$ cat src/rtl/ysyx_23060124_ifu_pf_if.sv
// Bus bundle of the prefetching IFU: memory request/response, redirect and IDU handoff.
// master = IFU side, slave = memory/IDU/control side.
interface ysyx_23060124_ifu_pf_if #(
    parameter int ISA_WIDTH = 32
);
    logic                 o_req_valid;
    logic                 i_req_ready;
    logic [ISA_WIDTH-1:0] o_req_addr;
    logic                 i_rsp_valid;
    logic [ISA_WIDTH-1:0] i_rsp_data;
    logic                 i_redirect_valid;
    logic [ISA_WIDTH-1:0] i_redirect_pc;
    logic                 o_post_valid;
    logic                 i_post_ready;
    logic [ISA_WIDTH-1:0] o_ins;
    logic [ISA_WIDTH-1:0] o_pc;

    modport master (
        output o_req_valid, o_req_addr, o_post_valid, o_ins, o_pc,
        input  i_req_ready, i_rsp_valid, i_rsp_data, i_redirect_valid, i_redirect_pc, i_post_ready
    );

    modport slave (
        input  o_req_valid, o_req_addr, o_post_valid, o_ins, o_pc,
        output i_req_ready, i_rsp_valid, i_rsp_data, i_redirect_valid, i_redirect_pc, i_post_ready
    );
endinterface

$ cat src/rtl/ysyx_23060124_ifu_pf.sv
// Prefetching instruction fetch unit: credit-limited in-order requests, PC tag queue, output FIFO.
// Optional performance counters are built when YSYX_23060124_IFU_PERF_EN is defined.
module ysyx_23060124_ifu_pf #(
    parameter int                   ISA_WIDTH = 32,
    parameter int                   PF_DEPTH  = 4,
    parameter logic [ISA_WIDTH-1:0] RESET_PC  = 'h8000_0000
) (
    input  logic                   clk,
    input  logic                   ifu_rst,
    ysyx_23060124_ifu_pf_if.master bus,
    output logic [31:0]            o_perf_fetch,
    output logic [31:0]            o_perf_stall
);

    localparam int            PW      = $clog2(PF_DEPTH);
    localparam int            CW      = PW + 1;
    localparam int            SW      = CW + 1;
    localparam logic [SW-1:0] DEPTH_S = SW'(PF_DEPTH);

    logic [ISA_WIDTH-1:0] fpc_q, fpc_d;
    logic [CW-1:0]        outst_q, outst_d;
    logic [CW-1:0]        drop_q, drop_d;
    logic [CW-1:0]        fcnt_q, fcnt_d;
    logic [PW-1:0]        f_wr_q, f_wr_d, f_rd_q, f_rd_d;
    logic [PW-1:0]        tq_wr_q, tq_wr_d, tq_rd_q, tq_rd_d;

    logic [ISA_WIDTH-1:0] tag_mem  [PF_DEPTH];
    logic [ISA_WIDTH-1:0] fifo_pc  [PF_DEPTH];
    logic [ISA_WIDTH-1:0] fifo_ins [PF_DEPTH];

    logic          redirect, req_valid, req_fire;
    logic          rsp_drop, rsp_keep, post_valid, pop;
    logic [SW-1:0] credit_used;

    // In-flight plus buffered entries never exceed the FIFO depth, so a kept response always has room.
    assign redirect    = bus.i_redirect_valid;
    assign credit_used = SW'(outst_q) + SW'(fcnt_q);
    assign req_valid   = !ifu_rst && !redirect && (drop_q == '0) && (credit_used < DEPTH_S);
    assign req_fire    = req_valid && bus.i_req_ready;
    assign rsp_drop    = bus.i_rsp_valid && (drop_q != '0);
    assign rsp_keep    = bus.i_rsp_valid && (drop_q == '0) && !redirect;
    assign post_valid  = !ifu_rst && (fcnt_q != '0);
    assign pop         = post_valid && bus.i_post_ready;

    assign bus.o_req_valid  = req_valid;
    assign bus.o_req_addr   = fpc_q;
    assign bus.o_post_valid = post_valid;
    assign bus.o_ins        = post_valid ? fifo_ins[f_rd_q] : '0;
    assign bus.o_pc         = post_valid ? fifo_pc[f_rd_q]  : '0;

    always_comb begin
        // NOTE: every next-state signal gets a default first so no path through this block infers a latch.
        fpc_d   = fpc_q;
        outst_d = outst_q + CW'(req_fire) - CW'(bus.i_rsp_valid);
        drop_d  = drop_q;
        fcnt_d  = fcnt_q + CW'(rsp_keep) - CW'(pop);
        f_wr_d  = f_wr_q + PW'(rsp_keep);
        f_rd_d  = f_rd_q + PW'(pop);
        tq_wr_d = tq_wr_q + PW'(req_fire);
        tq_rd_d = tq_rd_q + PW'(bus.i_rsp_valid);

        if (req_fire) fpc_d  = fpc_q + ISA_WIDTH'(4);
        if (rsp_drop) drop_d = drop_q - CW'(1);

        // Everything still in flight after this edge belongs to the old path and must be discarded.
        if (redirect) begin
            fpc_d  = bus.i_redirect_pc & ~ISA_WIDTH'(3);
            drop_d = outst_d;
            fcnt_d = '0;
            f_wr_d = f_wr_q;
            f_rd_d = f_wr_q;
        end
    end

    // NOTE: sequential state uses non-blocking assignments so every register samples pre-edge values.
    always_ff @(posedge clk) begin
        if (ifu_rst) begin
            fpc_q   <= RESET_PC;
            outst_q <= '0;
            drop_q  <= '0;
            fcnt_q  <= '0;
            f_wr_q  <= '0;
            f_rd_q  <= '0;
            tq_wr_q <= '0;
            tq_rd_q <= '0;
        end else begin
            fpc_q   <= fpc_d;
            outst_q <= outst_d;
            drop_q  <= drop_d;
            fcnt_q  <= fcnt_d;
            f_wr_q  <= f_wr_d;
            f_rd_q  <= f_rd_d;
            tq_wr_q <= tq_wr_d;
            tq_rd_q <= tq_rd_d;
        end
    end

    // NOTE: storage arrays are not reset; the counts and pointers alone decide which entries are valid.
    always_ff @(posedge clk) begin
        if (req_fire) tag_mem[tq_wr_q] <= fpc_q;
        if (rsp_keep) begin
            fifo_pc[f_wr_q]  <= tag_mem[tq_rd_q];
            fifo_ins[f_wr_q] <= bus.i_rsp_data;
        end
    end

`ifdef YSYX_23060124_IFU_PERF_EN
    logic [31:0] perf_fetch_q, perf_stall_q;

    always_ff @(posedge clk) begin
        if (ifu_rst) begin
            perf_fetch_q <= '0;
            perf_stall_q <= '0;
        end else begin
            perf_fetch_q <= perf_fetch_q + 32'(pop);
            perf_stall_q <= perf_stall_q + 32'(!post_valid);
        end
    end

    assign o_perf_fetch = perf_fetch_q;
    assign o_perf_stall = perf_stall_q;
`else
    assign o_perf_fetch = '0;
    assign o_perf_stall = '0;
`endif

endmodule
$ cat src/flat_wrapper.sv
// flat-port wrapper written by rule: the top's interface ports become plain ports
module ysyx_23060124_ifu_pf_flat 
#(
    parameter int                   ISA_WIDTH = 32,
    parameter int                   PF_DEPTH  = 4,
    parameter logic [ISA_WIDTH-1:0] RESET_PC  = 'h8000_0000
)
  (clk, ifu_rst, o_perf_fetch, o_perf_stall, bus_o_req_valid, bus_o_req_addr, bus_o_post_valid, bus_o_ins, bus_o_pc, bus_i_req_ready, bus_i_rsp_valid, bus_i_rsp_data, bus_i_redirect_valid, bus_i_redirect_pc, bus_i_post_ready);
  ysyx_23060124_ifu_pf_if #(.ISA_WIDTH(ISA_WIDTH)) bus_i ();
  input  logic clk;
  input  logic ifu_rst;
  output logic [31:0] o_perf_fetch;
  output logic [31:0] o_perf_stall;
  output wire logic [$bits(bus_i.o_req_valid)-1:0] bus_o_req_valid;
  output wire logic [$bits(bus_i.o_req_addr)-1:0] bus_o_req_addr;
  output wire logic [$bits(bus_i.o_post_valid)-1:0] bus_o_post_valid;
  output wire logic [$bits(bus_i.o_ins)-1:0] bus_o_ins;
  output wire logic [$bits(bus_i.o_pc)-1:0] bus_o_pc;
  input wire logic [$bits(bus_i.i_req_ready)-1:0] bus_i_req_ready;
  input wire logic [$bits(bus_i.i_rsp_valid)-1:0] bus_i_rsp_valid;
  input wire logic [$bits(bus_i.i_rsp_data)-1:0] bus_i_rsp_data;
  input wire logic [$bits(bus_i.i_redirect_valid)-1:0] bus_i_redirect_valid;
  input wire logic [$bits(bus_i.i_redirect_pc)-1:0] bus_i_redirect_pc;
  input wire logic [$bits(bus_i.i_post_ready)-1:0] bus_i_post_ready;
  assign bus_o_req_valid = bus_i.o_req_valid;
  assign bus_o_req_addr = bus_i.o_req_addr;
  assign bus_o_post_valid = bus_i.o_post_valid;
  assign bus_o_ins = bus_i.o_ins;
  assign bus_o_pc = bus_i.o_pc;
  assign bus_i.i_req_ready = bus_i_req_ready;
  assign bus_i.i_rsp_valid = bus_i_rsp_valid;
  assign bus_i.i_rsp_data = bus_i_rsp_data;
  assign bus_i.i_redirect_valid = bus_i_redirect_valid;
  assign bus_i.i_redirect_pc = bus_i_redirect_pc;
  assign bus_i.i_post_ready = bus_i_post_ready;
  ysyx_23060124_ifu_pf #(.ISA_WIDTH(ISA_WIDTH), .PF_DEPTH(PF_DEPTH), .RESET_PC(RESET_PC)) u_core (.clk(clk), .ifu_rst(ifu_rst), .bus(bus_i), .o_perf_fetch(o_perf_fetch), .o_perf_stall(o_perf_stall));
endmodule
$ cat config.mk
export PLATFORM = sky130hd
export DESIGN_NAME = ysyx_23060124_ifu_pf_flat
export DESIGN_NICKNAME = d
export VERILOG_FILES = /design/src/rtl/ysyx_23060124_ifu_pf_if.sv /design/src/rtl/ysyx_23060124_ifu_pf.sv /design/src/flat_wrapper.sv
export SDC_FILE = /design/constraint.sdc
export NUM_CORES = 1
export LEC_CHECK = 0
export ABC_AREA = 1
export BUFFER_PORTS_ARGS = -buffer_cell sky130_fd_sc_hd__buf_4
export CAP_MARGIN = 20
export CORE_MARGIN = 2
export CORE_UTILIZATION = 35
export DETAILED_ROUTE_END_ITERATION = 12
export PLACE_DENSITY = 0.6
export SLEW_MARGIN = 20
export SYNTH_ARGS = -nofsm -noshare
export SYNTH_HDL_FRONTEND = slang
export SYNTH_SLANG_ARGS = --single-unit
$ cat constraint.sdc
create_clock -name clk -period 9.1 [get_ports clk]
set_input_delay 1.82 -clock clk [delete_from_list [all_inputs] [get_ports clk]]
set_output_delay 1.82 -clock clk [all_outputs]
set_load 0.02 [all_outputs]
# Word level (Yosys, flattened, before mapping)
# Memory sizes are Yosys's and may differ from the RTL's. A register that Yosys moved wholly into a read port is not among the register bits.
# Cells that the tools add are included.
# totals
register_bits	49
mem_bits_rw	384
inputBits	70
wordCells	55
memories	3
# mem_list
memory	depth	width	read_ports	rd_clocked_by_memory_dff	write_ports	line_no	text
u_core.fifo_ins	4	32	1	1	1	ysyx_23060124_ifu_pf.sv:29	logic [ISA_WIDTH-1:0] fifo_ins [PF_DEPTH];
u_core.fifo_pc	4	32	1	1	1	ysyx_23060124_ifu_pf.sv:28	logic [ISA_WIDTH-1:0] fifo_pc [PF_DEPTH];
u_core.tag_mem	4	32	1	1	1	ysyx_23060124_ifu_pf.sv:27	logic [ISA_WIDTH-1:0] tag_mem [PF_DEPTH];
# op_classes
add_sub_neg	11
magnitude_cmp	1
n_mux	14
reduce_logical	17
# ops
op	n
32-bit 2-to-1 mux	4
32-bit by 3-bit adder with 32-bit output (second input constant)	1
1-bit logical AND	9
2-bit by 1-bit adder with 2-bit output	4
2-bit 2-to-1 mux	4
3-bit by 1-bit adder with 3-bit output	2
3-bit 2-to-1 mux	2
3-bit nonzero test	2
3-bit by 1-bit subtractor with 3-bit output	2
3-bit by 3-bit adder with 4-bit output	1
4-bit by 3-bit less-than comparator with 1-bit output (second input constant)	1
1-bit 2-to-1 mux	4
2-bit nonzero test	2
3-bit zero test	1
3-bit by 1-bit subtractor with 3-bit output (second input constant)	1
1-bit zero test	2
2-bit OR reduction	1

# Depth between registers and ports, before layout
# depth
word_depth	8
depth_mapped	12
depth_no_buf	11

# Worst setup path before layout
# Ideal clock, no wire load.
# synth_timing
kind	input port to flip-flop
startpoint	input bus_i_redirect_valid
endpoint	memory u_core.fifo_ins[0][0] (enable)
arrival_ns	6.633
required_time_ns	8.541
slack_ns	1.909
stages	5
path_cell_list	buf_2 inv_2 buf_2 nand3_1 nor3_1
# synth_via
elab_chain_len	4
# synth_lines
item	line_no	text
from (decl)	flat_wrapper.sv:22	input wire logic [$bits(bus_i.i_redirect_valid)-1:0] bus_i_redirect_valid;
1-bit zero test	ysyx_23060124_ifu_pf.sv:41	assign rsp_keep = bus.i_rsp_valid && (drop_q == '0) && !redirect;
1-bit logical AND	ysyx_23060124_ifu_pf.sv:41	
1-bit 2-to-1 mux	ysyx_23060124_ifu_pf.sv:101	if (rsp_keep) begin
1-bit 2-to-1 mux (not written as such)	ysyx_23060124_ifu_pf.sv:103	fifo_ins[f_wr_q] <= bus.i_rsp_data;
to (decl)	ysyx_23060124_ifu_pf.sv:29	
# Every way passes these cells.

# Final worst setup path
# layout_timing
startpoint	input ifu_rst
endpoint	output bus_o_pc[19]
# layout_via
elab_chain_len	3
# layout_lines
item	line_no	text
from (decl)	flat_wrapper.sv:11	input logic ifu_rst;
1-bit zero test	ysyx_23060124_ifu_pf.sv:42	assign post_valid = !ifu_rst && (fcnt_q != '0);
1-bit logical AND	ysyx_23060124_ifu_pf.sv:42	
32-bit 2-to-1 mux	ysyx_23060124_ifu_pf.sv:49	assign bus.o_pc = post_valid ? fifo_pc[f_rd_q] : '0;
to (decl)	flat_wrapper.sv:18	output wire logic [$bits(bus_i.o_pc)-1:0] bus_o_pc;
# Every way passes these cells.

==> flow_summary.json <==
{
  "outcome": "complete, no violations",
  "ctsHoldBuffers": 0,
  "clock.fmax_ghz": 0.1736,
  "htreeDepth": 2,
  "rsz0062_at_grt": "no",
  "yosys_warnings": 0,
  "async_reset_ff_share_pct": 0,
  "synth_edf_count": 368,
  "grt_usage_pct": 15.86,
  "reg2reg_to": "u_core.drop_q[1]",
  "nets": 1832,
  "setup_viol": 0,
  "fin_cells": 2454,
  "finalClockSkew_ps": 20.92,
  "finalWeightedCongestion": 0.8023,
  "drive_above_1_share_pct": 14.77,
  "num_vias": 11729,
  "grt_first_pass_wirelength_mm": 64.59,
  "synth-seq-cells": 415,
  "worstSetupEndpointType": "primary output",
  "clk_pin_slew_ps": 60,
  "overflow": 0,
  "vdd_drop_max_mv": 0.1012,
  "grt_pass1_vias": 11134,
  "cts_sinks": 415,
  "synth.top_cell.area_share_pct": 62.76,
  "layout_min_cycle_time_ps": 5759,
  "placed_cell_area_sq_um": 19200,
  "worstReg2RegStart": "u_core.fcnt_q[2]",
  "yosysMostFrequentCell": "nor2_1",
  "ant_nets": 0,
  "synth_top_area_cell": "edfxtp_1",
  "netlist_area_sq_um": 17610,
  "relSlewSlack_pct": 29.07,
  "antenna_found_initial": 1,
  "synthFlopType": "edfxtp_1",
  "drtIter0Drc": 861,
  "wl_per_cell_microns": 17.08,
  "hold_depth": 2,
  "syn_area_per_cell_sq_um": 10.96,
  "cts_resized": 0,
  "drv_cap": 0,
  "hpwl_mm": 23.43,
  "worstPathRequired_ps": 7280,
  "synth_cell_types": 36,
  "synth_commonest_cells": "nor2_1 (376), edfxtp_1 (368), o21ai_0 (196)",
  "finalInstanceArea_sq_um": 20670,
  "grt_max_degree": 125,
  "num_rows": 82,
  "post-route-period-util_pct": 63.29,
  "ioPinCount": 232,
  "drv_slew": 0,
  "postCtsSetupBuffers": 0,
  "cts_buffer_depth": 3,
  "arrival_ps": 3940,
  "cts-root-buf": "clkbuf_16",
  "hold_path.class": "reg2reg",
  "seq_area_frac_synth_pct": 68.11,
  "utilization_pct": 41.45,
  "holdPathEnd": "u_core.f_rd_q[0]",
  "hold_viol": 0,
  "fin_setup_tns_ps": 0,
  "p_leak_uw": 0.007556,
  "critical_path_class": "in2out",
  "worst_pin_slew_ps": 1064,
  "cts_buffers": 44,
  "worst-r2r-cell-count": 10,
  "nFillCells": 4782,
  "fp.dieH_microns": 228.3,
  "reg2reg_slack_ps": 5470,
  "syn2layout_area_growth_pct": 17.38,
  "drc": 0,
  "power_density_nw_per_um2": 210.8,
  "crit_path_max_fanout": 64,
  "finalWirelength_mm": 41.91,
  "clk_latency_ps": 570,
  "yosys-top-cells-area": "edfxtp_1 (63%), nor2_1 (8.0%), o21ai_0 (5.6%)",
  "cts_tree": "built",
  "hp-start": "u_core.f_wr_q[0]",
  "die-area_sq_um": 52120,
  "start_util_pct": 35.31,
  "core_sq_um": 49860,
  "syn_inst": 1607,
  "die_w_microns": 228.3,
  "via_per_inst": 4.780,
  "first_pass_iters": 5,
  "worstSetupStartpointType": "input pin",
  "dp_cells": 2373,
  "io_buffer_count": 161
}
## logic make-up after synthesis
logic type	count (synthesis)	synth area share [%]
buf+inv	223	6.531
other cells	1	0.02130
simple gates	612	13.85
compound gates	330	9.793
flops	415	68.11
fa+ha+maj	15	1.151
xor+xnor	11	0.5472
## where the power goes
part	leakage (uW)	switching, uW	internal, uW	total (uW)
Clock	0.000711	724	1080	1800
Combinational	0.00312	255	111	365
Sequential	0.00373	42.7	2150	2190
## critical path, cell delays in order
cell and delay (ps):
buf_4 380, inv_1 360, o31ai_4 130, buf_4 760, a21oi_1 210, buf_4 240
## layout by cell type (no fill, tap or decap), types with 6 or more instances in the layout
cell and instances:
a21oi_1 93, buf_4 174, bufinv_16 6, clkbuf_1 9, clkbuf_16 45, clkinv_1 7
clkinv_2 8, conb_1 68, dfxtp_1 45, edfxtp_1 368, ha_1 13, inv_1 70
nand2_1 159, nand3_1 53, nor2_1 376, nor3_2 8, o21ai_0 196, o22ai_1 30
xnor2_1 6
## per-layer routing
metal / vias up / track usage [%] / part of all wire (%) / wire, microns
met5: - / 0 / 0 / 0
met4: 0 / 3.799 / 1.7 / 702
met3: 53 / 3.431 / 5.6 / 2327
met2: 301 / 25.45 / 46 / 19450
met1: 5670 / 22.01 / 46 / 19430
li1: 5705 / - / - / -
## worst max path at each step
stage                                    start                    end  slack, ps  cells after the start
after floorplan           bus_i_redirect_valid  u_core.fifo_ins[0][0]       1910                      5
after global placement                 ifu_rst           bus_o_pc[13]       3350                      6
after detailed placement               ifu_rst           bus_o_pc[14]       3350                      6
after CTS                              ifu_rst           bus_o_pc[14]       3340                      6
after global routing                   ifu_rst           bus_o_pc[19]       3230                      6
final                                  ifu_rst           bus_o_pc[19]       3340                      6
## stage by stage
step / setup WS (ps) / power (uW) / hold WS (ps)
after floorplan: 1909 / 2477 / 502.1
after global placement: 3350 / 2588 / 523.7
after detailed placement: 3348 / 2598 / 563.1
after CTS: 3338 / 4408 / 573.5
after global routing: 3227 / 4530 / 601.8
final: 3341 / 4357 / 578.7
## registers in the layout, indices dropped and copies added, names as in the netlist
signal / flops
u_core.fifo_ins: 128
u_core.fifo_pc: 120
u_core.tag_mem: 120
u_core.bus.o_req_addr: 30
u_core.drop_q: 3
u_core.fcnt_q: 3
u_core.outst_q: 3
u_core.f_rd_q: 2
u_core.f_wr_q: 2
u_core.tq_rd_q: 2
u_core.tq_wr_q: 2
## cell type report
class / instances / area (sq um) / share of cell area, %
well taps: 672 / 840.8 / 4.069
flip-flops and latches: 415 / 12000 / 58.05
multi-input cells: 1036 / 4766 / 23.06
repair buffers: 176 / 1329 / 6.430
diodes: 1 / 2.502 / 0.01211
inverters: 74 / 279.0 / 1.350
clock inverters: 26 / 292.8 / 1.417
clock buffers: 54 / 1160 / 5.612
Power figures use the tool's default switching activity.
